===== src/rtl/div2.sv =====
// Iterative signed fixed-point divider: y = (x1 << T2_F) / x2, truncated toward zero.
// Computes one restoring-division step per clock and saturates on overflow and on a zero divisor.
package quadra_pkg;
  localparam int T2_W = 16;
  localparam int T2_F = 8;
  typedef logic signed [T2_W-1:0] t2_fxd_t;
endpackage

module div2
  import quadra_pkg::*;
(
  input  logic    clk,
  input  logic    rst_n,
  input  logic    in_valid,
  output logic    in_ready,
  input  t2_fxd_t x1,
  input  t2_fxd_t x2,
  output logic    out_valid,
  input  logic    out_ready,
  output t2_fxd_t y,
  output logic    div0,
  output logic    ovf
);

  localparam int ITER  = T2_W + T2_F;
  localparam int CNT_W = $clog2(ITER);

  localparam t2_fxd_t MAX_VAL = {1'b0, {(T2_W-1){1'b1}}};
  localparam t2_fxd_t MIN_VAL = {1'b1, {(T2_W-1){1'b0}}};

  // Bit 0 drives in_ready and bit 1 drives out_valid. Both handshake outputs therefore come straight from flops.
  typedef enum logic [1:0] {
    IDLE = 2'b01,
    BUSY = 2'b00,
    DONE = 2'b10
  } state_t;

  state_t             state, state_next;
  logic [T2_W:0]      rem;
  logic [ITER-1:0]    quo;
  logic [ITER-1:0]    dvd;
  logic [T2_W-1:0]    ax2;
  logic [CNT_W-1:0]   cnt;
  logic               sign, x1_neg, zero;

  logic [T2_W-1:0]    ax1_in, ax2_in;
  logic [T2_W:0]      rem_sh, rem_step;
  logic [ITER-1:0]    quo_step;
  logic               q_bit, last, hi_ovf;
  logic [T2_W-1:0]    mag;
  t2_fxd_t            res_y;
  logic               res_div0, res_ovf;

  assign in_ready  = state[0];
  assign out_valid = state[1];

  assign ax1_in = x1[T2_W-1] ? T2_W'(-x1) : T2_W'(x1);
  assign ax2_in = x2[T2_W-1] ? T2_W'(-x2) : T2_W'(x2);

  // NOTE: every signal assigned in an always_comb gets a default at the top. A path that leaves a signal unassigned infers a latch.
  always_comb begin
    state_next = state;
    rem_sh     = {rem[T2_W-1:0], dvd[ITER-1]};
    q_bit      = (rem_sh >= {1'b0, ax2});
    rem_step   = q_bit ? rem_sh - {1'b0, ax2} : rem_sh;
    quo_step   = {quo[ITER-2:0], q_bit};
    last       = (cnt == CNT_W'(ITER - 1));

    unique case (state)
      IDLE:    if (in_valid)  state_next = BUSY;
      BUSY:    if (last)      state_next = DONE;
      DONE:    if (out_ready) state_next = IDLE;
      default:                state_next = IDLE;
    endcase
  end

  // Select the final result from the completed quotient magnitude.
  always_comb begin
    hi_ovf   = |quo_step[ITER-1:T2_W];
    mag      = quo_step[T2_W-1:0];
    res_y    = '0;
    res_div0 = 1'b0;
    res_ovf  = 1'b0;
    if (zero) begin
      res_y    = x1_neg ? MIN_VAL : MAX_VAL;
      res_div0 = 1'b1;
    end else if (!sign && (hi_ovf || mag[T2_W-1])) begin
      res_y   = MAX_VAL;
      res_ovf = 1'b1;
    end else if (sign && (hi_ovf || (mag[T2_W-1] && |mag[T2_W-2:0]))) begin
      res_y   = MIN_VAL;
      res_ovf = 1'b1;
    end else begin
      res_y = sign ? t2_fxd_t'(-mag) : t2_fxd_t'(mag);
    end
  end

  // NOTE: sequential state uses non-blocking assignments only, so every flop samples values from before the edge.
  always_ff @(posedge clk) begin
    if (!rst_n) begin
      state  <= IDLE;
      rem    <= '0;
      quo    <= '0;
      dvd    <= '0;
      ax2    <= '0;
      cnt    <= '0;
      sign   <= 1'b0;
      x1_neg <= 1'b0;
      zero   <= 1'b0;
      y      <= '0;
      div0   <= 1'b0;
      ovf    <= 1'b0;
    end else begin
      state <= state_next;
      unique case (state)
        IDLE: if (in_valid) begin
          sign   <= x1[T2_W-1] ^ x2[T2_W-1];
          x1_neg <= x1[T2_W-1];
          zero   <= (x2 == '0);
          ax2    <= ax2_in;
          dvd    <= {ax1_in, {T2_F{1'b0}}};
          rem    <= '0;
          quo    <= '0;
          cnt    <= '0;
        end
        BUSY: begin
          rem <= rem_step;
          quo <= quo_step;
          dvd <= dvd << 1;
          cnt <= cnt + 1'b1;
          if (last) begin
            y    <= res_y;
            div0 <= res_div0;
            ovf  <= res_ovf;
          end
        end
        default: ;
      endcase
    end
  end

endmodule


===== config.mk =====
export PLATFORM = sky130hd
export DESIGN_NAME = div2
export DESIGN_NICKNAME = d
export VERILOG_FILES = /design/src/rtl/div2.sv
export SDC_FILE = /design/constraint.sdc
export NUM_CORES = 1
export LEC_CHECK = 0
export ABC_CLOCK_PERIOD_IN_PS = 6900
export BUFFER_PORTS_ARGS = -buffer_cell sky130_fd_sc_hd__buf_2
export CAP_MARGIN = 20
export CORE_MARGIN = 3
export CORE_UTILIZATION = 50
export CTS_BUF_LIST = sky130_fd_sc_hd__clkbuf_2 sky130_fd_sc_hd__clkbuf_4 sky130_fd_sc_hd__clkbuf_8
export DETAILED_ROUTE_END_ITERATION = 12
export PLACE_DENSITY = 0.7
export SLEW_MARGIN = 20
export SYNTH_ARGS = -nofsm -noshare
export SYNTH_HDL_FRONTEND = slang
export SYNTH_SLANG_ARGS = --single-unit
export TNS_END_PERCENT = 10

===== constraint.sdc =====
create_clock -name clk -period 6.9 [get_ports clk]
set_input_delay 1.035 -clock clk [delete_from_list [all_inputs] [get_ports clk]]
set_output_delay 1.035 -clock clk [all_outputs]
set_load 0.01 [all_outputs]

==> run metrics, run 1 <==
Buffers on Ports=55; CP Launch Type=flip-flop; nets=772; cts repair resizes=0; Logic pwr share=0.329; H-tree depth=3; RSZ-0062 raised after global routing=false; mean post-synth cell area=8.12 µm²; Design Area, Final=6120 µm²; crit path DAT=4.98 ns; total grt overflow=0; worst-margin pin slew=0.993 ns; kind of critical path=flip-flop to flip-flop; worst hold start=ax2[0]; Vias per Instance=6.01; Synth Flop Type=dfxtp_1; post-placement cell area=5910 µm²; Data required, critical path=7.21 ns; Hold Path Depth=2; # IOs=56; worst skew pair latency=0.40 ns; GP Congestion=0.950; Total GRT Usage=0.225; register-to-register setup slack=2.22 ns; Setup TNS Final=0 ns; DRC=0; Die Area=12500 µm²; number of max-cap violations=0; cts hold-fix bufs=0; die span in x=112 µm; clock network power share=0.262; Layout area overhead=8.91%; Int Pwr=0.968 mW; Net Sw Power=0.554 mW; crit-path max FO=16; min Tclk post-route=4.68 ns; crit end category=flip-flop; share of the synthesized area in the top cell type=0.353; first-pass GRT wire length=23100 µm; Fmax achieved=0.214 GHz; Routed WL=13900 µm; number of synthesized flops with an enable pin=0; share of cells above drive strength 1=0.121; final setup fails=0; CP max-delay cell=a211oi_4; utilization after layout=0.562; Root Driver=clkbuf_8; most frequent cells in the layout=99 x dfxtp_1, 82 x nor2_1, 55 x buf_2; Reg2Reg Depth=15; worst clock skew=0.0207 ns; Synth Warn #=0; leak pwr=2.44 nW; Inserted Clock Buffers=9; Reg-to-Reg Start=ax2[12]; core area=10900 µm²; final hold slack=0.475 ns; Post-Syn Area=5620 µm²; clock slew at reported path FFs=0.11 ns; largest net degree at the start of global routing=80; Switching Fraction=0.364; vias in the first global route=4661; reg2reg end=y[7]; Rows=38; Vias=5159; max incr delay on CP=0.53 ns; CTS Sinks=99; leading area contributor after synthesis=dfxtp_1; Synth area leaders=dfxtp_1 35%, nor2_1 5.5%, ha_1 4.7%; HP Class=flip-flop to flip-flop; clock buffer depth=2; most common cell after layout, fill and taps aside=dfxtp_1; CTS tree=built; crit path cell chain=inv_1 -> ha_1 -> and2_1 -> a311oi_1 -> nand3_1 -> a21oi_1 -> nor2_1 -> inv_1 -> nand3_1 -> ha_1 -> or3_1 -> a211oi_4 -> nand2_2 -> a311o_1 -> o32ai_1; VDD IR max=0.000141 V; HPWL after DPL=9880 µm; Async S/R FF share, synth=0; Mapped Cells=692; register bit total from synthesis=99; Post-CTS Setup Bufs=0; DR pass1 iterations=6; Seq pwr share=0.408; final cycle utilization of the critical path=0.678; final hold viol count=0; max_slew headroom=0.336; WL/cell=16.2 µm; initial antenna violation count=0; number of DRC markers in iteration 0=334; syn_nets=750; antenna cells=0; die height=112 µm; status=complete, no violations; synth unique cells=66; Max Slew Vio Count=0; pwr dens=249 nW/µm²; Detail Route Antenna Nets=0; Seq/Total Area, Yosys=0.353; Starting Density=0.516; end of the worst hold path=ax2[0]
-- metal layers --
metal	track usage	part of all wire	up-vias
met5	0	0	-
met4	0.0673	0.013	0
met3	0.0457	0.054	10
met2	0.340	0.45	131
met1	0.326	0.49	2450
li1	-	-	2568
-- worst max-delay path: cells and delay by family, from the launching register on --
kind / cells / cell delay [ns]
AOI/OAI and AO/OA: 5 / 1.96
and+or+nand+nor: 6 / 1.19
adders and majority gates: 2 / 0.60
buffers and inverters: 2 / 0.46
DFF: 1 / 0.35
-- power groups by stage --
| stage | registers (mW) | logic [mW] | clock network, mW |
|---|---|---|---|
| floorplan | 0.626 | 0.387 | 0 |
| global placement | 0.633 | 0.486 | 0 |
| detailed placement | 0.634 | 0.494 | 0 |
| CTS | 0.621 | 0.496 | 0.409 |
| global route | 0.625 | 0.559 | 0.431 |
| finish | 0.622 | 0.502 | 0.399 |
-- synthesized netlist by cell type (14+ instances only) --
library cell	n
dfxtp_1	99
clkbuf_1	41
a22oi_1	26
a211oi_1	18
a222oi_1	14
ha_1	21
nand2_1	49
o21ai_0	47
a21oi_1	42
nor2_1	83
xnor2_1	23
inv_1	30
xor2_1	19
-- how the worst max path moves through the flow --
stage,depth (start not counted),slack [ns],end,start
final,15,2.22,y[7],ax2[12]
after global routing,15,1.87,y[7],ax2[12]
after CTS,15,2.29,y[7],ax2[12]
after floorplan,17,3.07,y[7],ax2[12]
after global placement,15,2.55,y[7],ax2[12]
after detailed placement,15,2.35,y[7],ax2[12]
-- metrics by stage --
step           cells  setup slack [ns]  power, mW
6_report         859              2.22       1.52
5_1_grt          859              1.87       1.62
4_1_cts          859              2.29       1.53
3_5_place_dp     843              2.35       1.13
3_3_place_gp     843              2.55       1.12
2_1_floorplan    692              3.07       1.01
-- final cells by class --
| type | count | area, µm² |
|---|---|---|
| clock buffer | 9 | 124 |
| clock inverter | 7 | 82.6 |
| fill | 1048 | 4770 |
| inverter | 32 | 120 |
| multi-input combinational | 511 | 3310 |
| sequential | 99 | 1980 |
| tap | 140 | 175 |
| timing repair buffer | 61 | 320 |
-- registers in the layout, indices dropped and copies added, names as in the netlist --
| register | count |
|---|---|
| state | 2 |
| ovf | 1 |
| div0 | 1 |
| sign | 1 |
| quo | 23 |
| rem | 16 |
| cnt | 5 |
| y | 16 |
| ax2 | 16 |
| x1_neg | 1 |
| dvd | 16 |
| zero | 1 |
-- cells by family after synthesis --
kind of cell             share of synthesized area
flip-flops                                   0.353
multiplexers                                0.0234
XOR/XNOR                                    0.0655
AO/OA/AOI/OAI                                0.269
buffers and inverters                       0.0577
adder cells (fa/ha/maj)                     0.0503
AND/OR/NAND/NOR                              0.182
No activity file was read; power rests on OpenSTA's default activity.
==> run 2, diff against run 1 <==
--- a/config.mk
+++ b/config.mk
@@ -5,7 +5,7 @@
 export SDC_FILE = /design/constraint.sdc
 export NUM_CORES = 1
 export LEC_CHECK = 0
-export ABC_CLOCK_PERIOD_IN_PS = 6900
+export ABC_CLOCK_PERIOD_IN_PS = 4560
 export BUFFER_PORTS_ARGS = -buffer_cell sky130_fd_sc_hd__buf_2
 export CAP_MARGIN = 20
 export CORE_MARGIN = 3
==> constraint.sdc (replaced) <==
create_clock -name clk -period 4.56 [get_ports clk]
set_input_delay 0.684 -clock clk [delete_from_list [all_inputs] [get_ports clk]]
set_output_delay 0.684 -clock clk [all_outputs]
set_load 0.01 [all_outputs]
==> run metrics, run 2 (synthesis results as in run 1) <==
min Tclk post-route=3.96 ns; # fillers=1030; nets=775; largest net degree at the start of global routing=80; Setup TNS Final=0 ns; Fmax achieved=0.253 GHz; utilization after layout=0.563; Seq pwr share=0.410; Routed WL=13900 µm; register area=1980 µm²; Top reg by flops=quo; die span in x=112 µm; crit-path max FO=13; number of DRC markers in iteration 0=354; Layout area overhead=9.02%; core area=10900 µm²; Buffers on Ports=55; pwr dens=375 nW/µm²; number of max-cap violations=0; cts repair resizes=0; share of cells above drive strength 1=0.125; initial antenna violation count=0; total grt overflow=0; final hold viol count=0; Rows=38; Vias per Instance=6.04; kind of critical path=flip-flop to flip-flop; HPWL after DPL=9770 µm; vias in the first global route=4743; Logic pwr share=0.346; leak pwr=2.46 nW; status=complete, no violations; Vias=5208; Data required, critical path=4.86 ns; cts hold-fix bufs=0; Detail Route Antenna Nets=0; most frequent cells in the layout=99 x dfxtp_1, 82 x nor2_1, 55 x buf_2; worst-margin pin slew=1.07 ns; Max Slew Vio Count=0; clock buffer depth=2; first-pass GRT wire length=23100 µm; RSZ-0062 raised after global routing=false; Die Area=12500 µm²; CTS Sinks=99; die height=112 µm; Post-CTS Setup Bufs=0; clock slew at reported path FFs=0.10 ns; Inserted Clock Buffers=9; Net Sw Power=0.826 mW; crit path DAT=4.26 ns; WL/cell=16.1 µm; post-placement cell area=5930 µm²; clock network power share=0.244; Starting Density=0.516; crit end category=flip-flop; Switching Fraction=0.360; worst skew pair latency=0.38 ns; HP Class=flip-flop to flip-flop; most common cell after layout, fill and taps aside=dfxtp_1; CTS tree=built; final setup fails=0; VDD IR max=0.000174 V; final cycle utilization of the critical path=0.868; antenna cells=0; DR pass1 iterations=6; Total GRT Usage=0.223; worst clock skew=0.0140 ns; multi-input gate area in the final layout=3310 µm²; # IOs=56; DRC=0; Int Pwr=1.47 mW; max_slew headroom=0.287; CP Launch Type=flip-flop; Root Driver=clkbuf_8; flip-flop count of the largest register after layout=23; GP Congestion=0.951; H-tree depth=3; Design Area, Final=6120 µm²
-- run 2: changes by cell type in the layout (fill, tap and decap cells not counted), sizes merged --
cell / change
bufinv: -1
clkinv: +1
buf: +3
clkinvlp: -2
clkbuf: +3
inv: -1
-- run 2: path summary, 6_finish.rpt --
kind,start,end,slack (ns),depth (start not counted)
hold / removal,ax2[3],ax2[3],0.48,2
setup / recovery,ax2[12],y[7],0.60,16
hold reg to reg,ax2[3],ax2[3],0.48,2
setup reg to reg,ax2[12],y[7],0.60,16
-- run 2: power by group through the flow --
stage	logic (mW)	clock network [mW]	registers, mW
after global routing	0.884	0.613	0.948
final	0.795	0.559	0.942
after CTS	0.786	0.570	0.941
after detailed placement	0.782	0	0.960
after global placement	0.770	0	0.958
after floorplan	0.585	0	0.947
-- run 2: cell type report --
cell class | instances | share of cell area
multi-input combinational | 511 | 0.541
sequential | 99 | 0.324
timing repair buffer | 64 | 0.0560
tap | 140 | 0.0286
clock buffer | 12 | 0.0259
inverter | 32 | 0.0196
clock inverter | 4 | 0.00511
-- run 2: worst max-delay path: stages (launching register included) --
cell,delay (ns)
dfxtp_1,0.35
inv_1,0.05
ha_1,0.37
and2_1,0.19
a311oi_1,0.39
nand3_1,0.12
a21oi_1,0.13
buf_4,0.17
nor2_1,0.07
inv_1,0.07
nand3_1,0.09
ha_1,0.21
or3_1,0.44
a211oi_4,0.56
nand2_2,0.15
a311o_1,0.33
o32ai_1,0.20
-- run 2: metrics by stage --
step / hold WS (ns) / power (mW) / setup WS, ns / instances
finish: 0.484 / 2.30 / 0.604 / 862
global route: 0.511 / 2.44 / 0.253 / 862
CTS: 0.486 / 2.30 / 0.630 / 862
detailed placement: 0.470 / 1.74 / 0.665 / 846
global placement: 0.460 / 1.73 / 0.763 / 846
floorplan: 0.427 / 1.53 / 0.727 / 692
-- run 2: layer usage --
metal,GRT usage,vias up,part of all wire
met3,0.0457,22,0.067
met4,0.0793,0,0.018
met2,0.348,156,0.45
met1,0.307,2461,0.46
li1,-,2569,-
met5,0,-,0
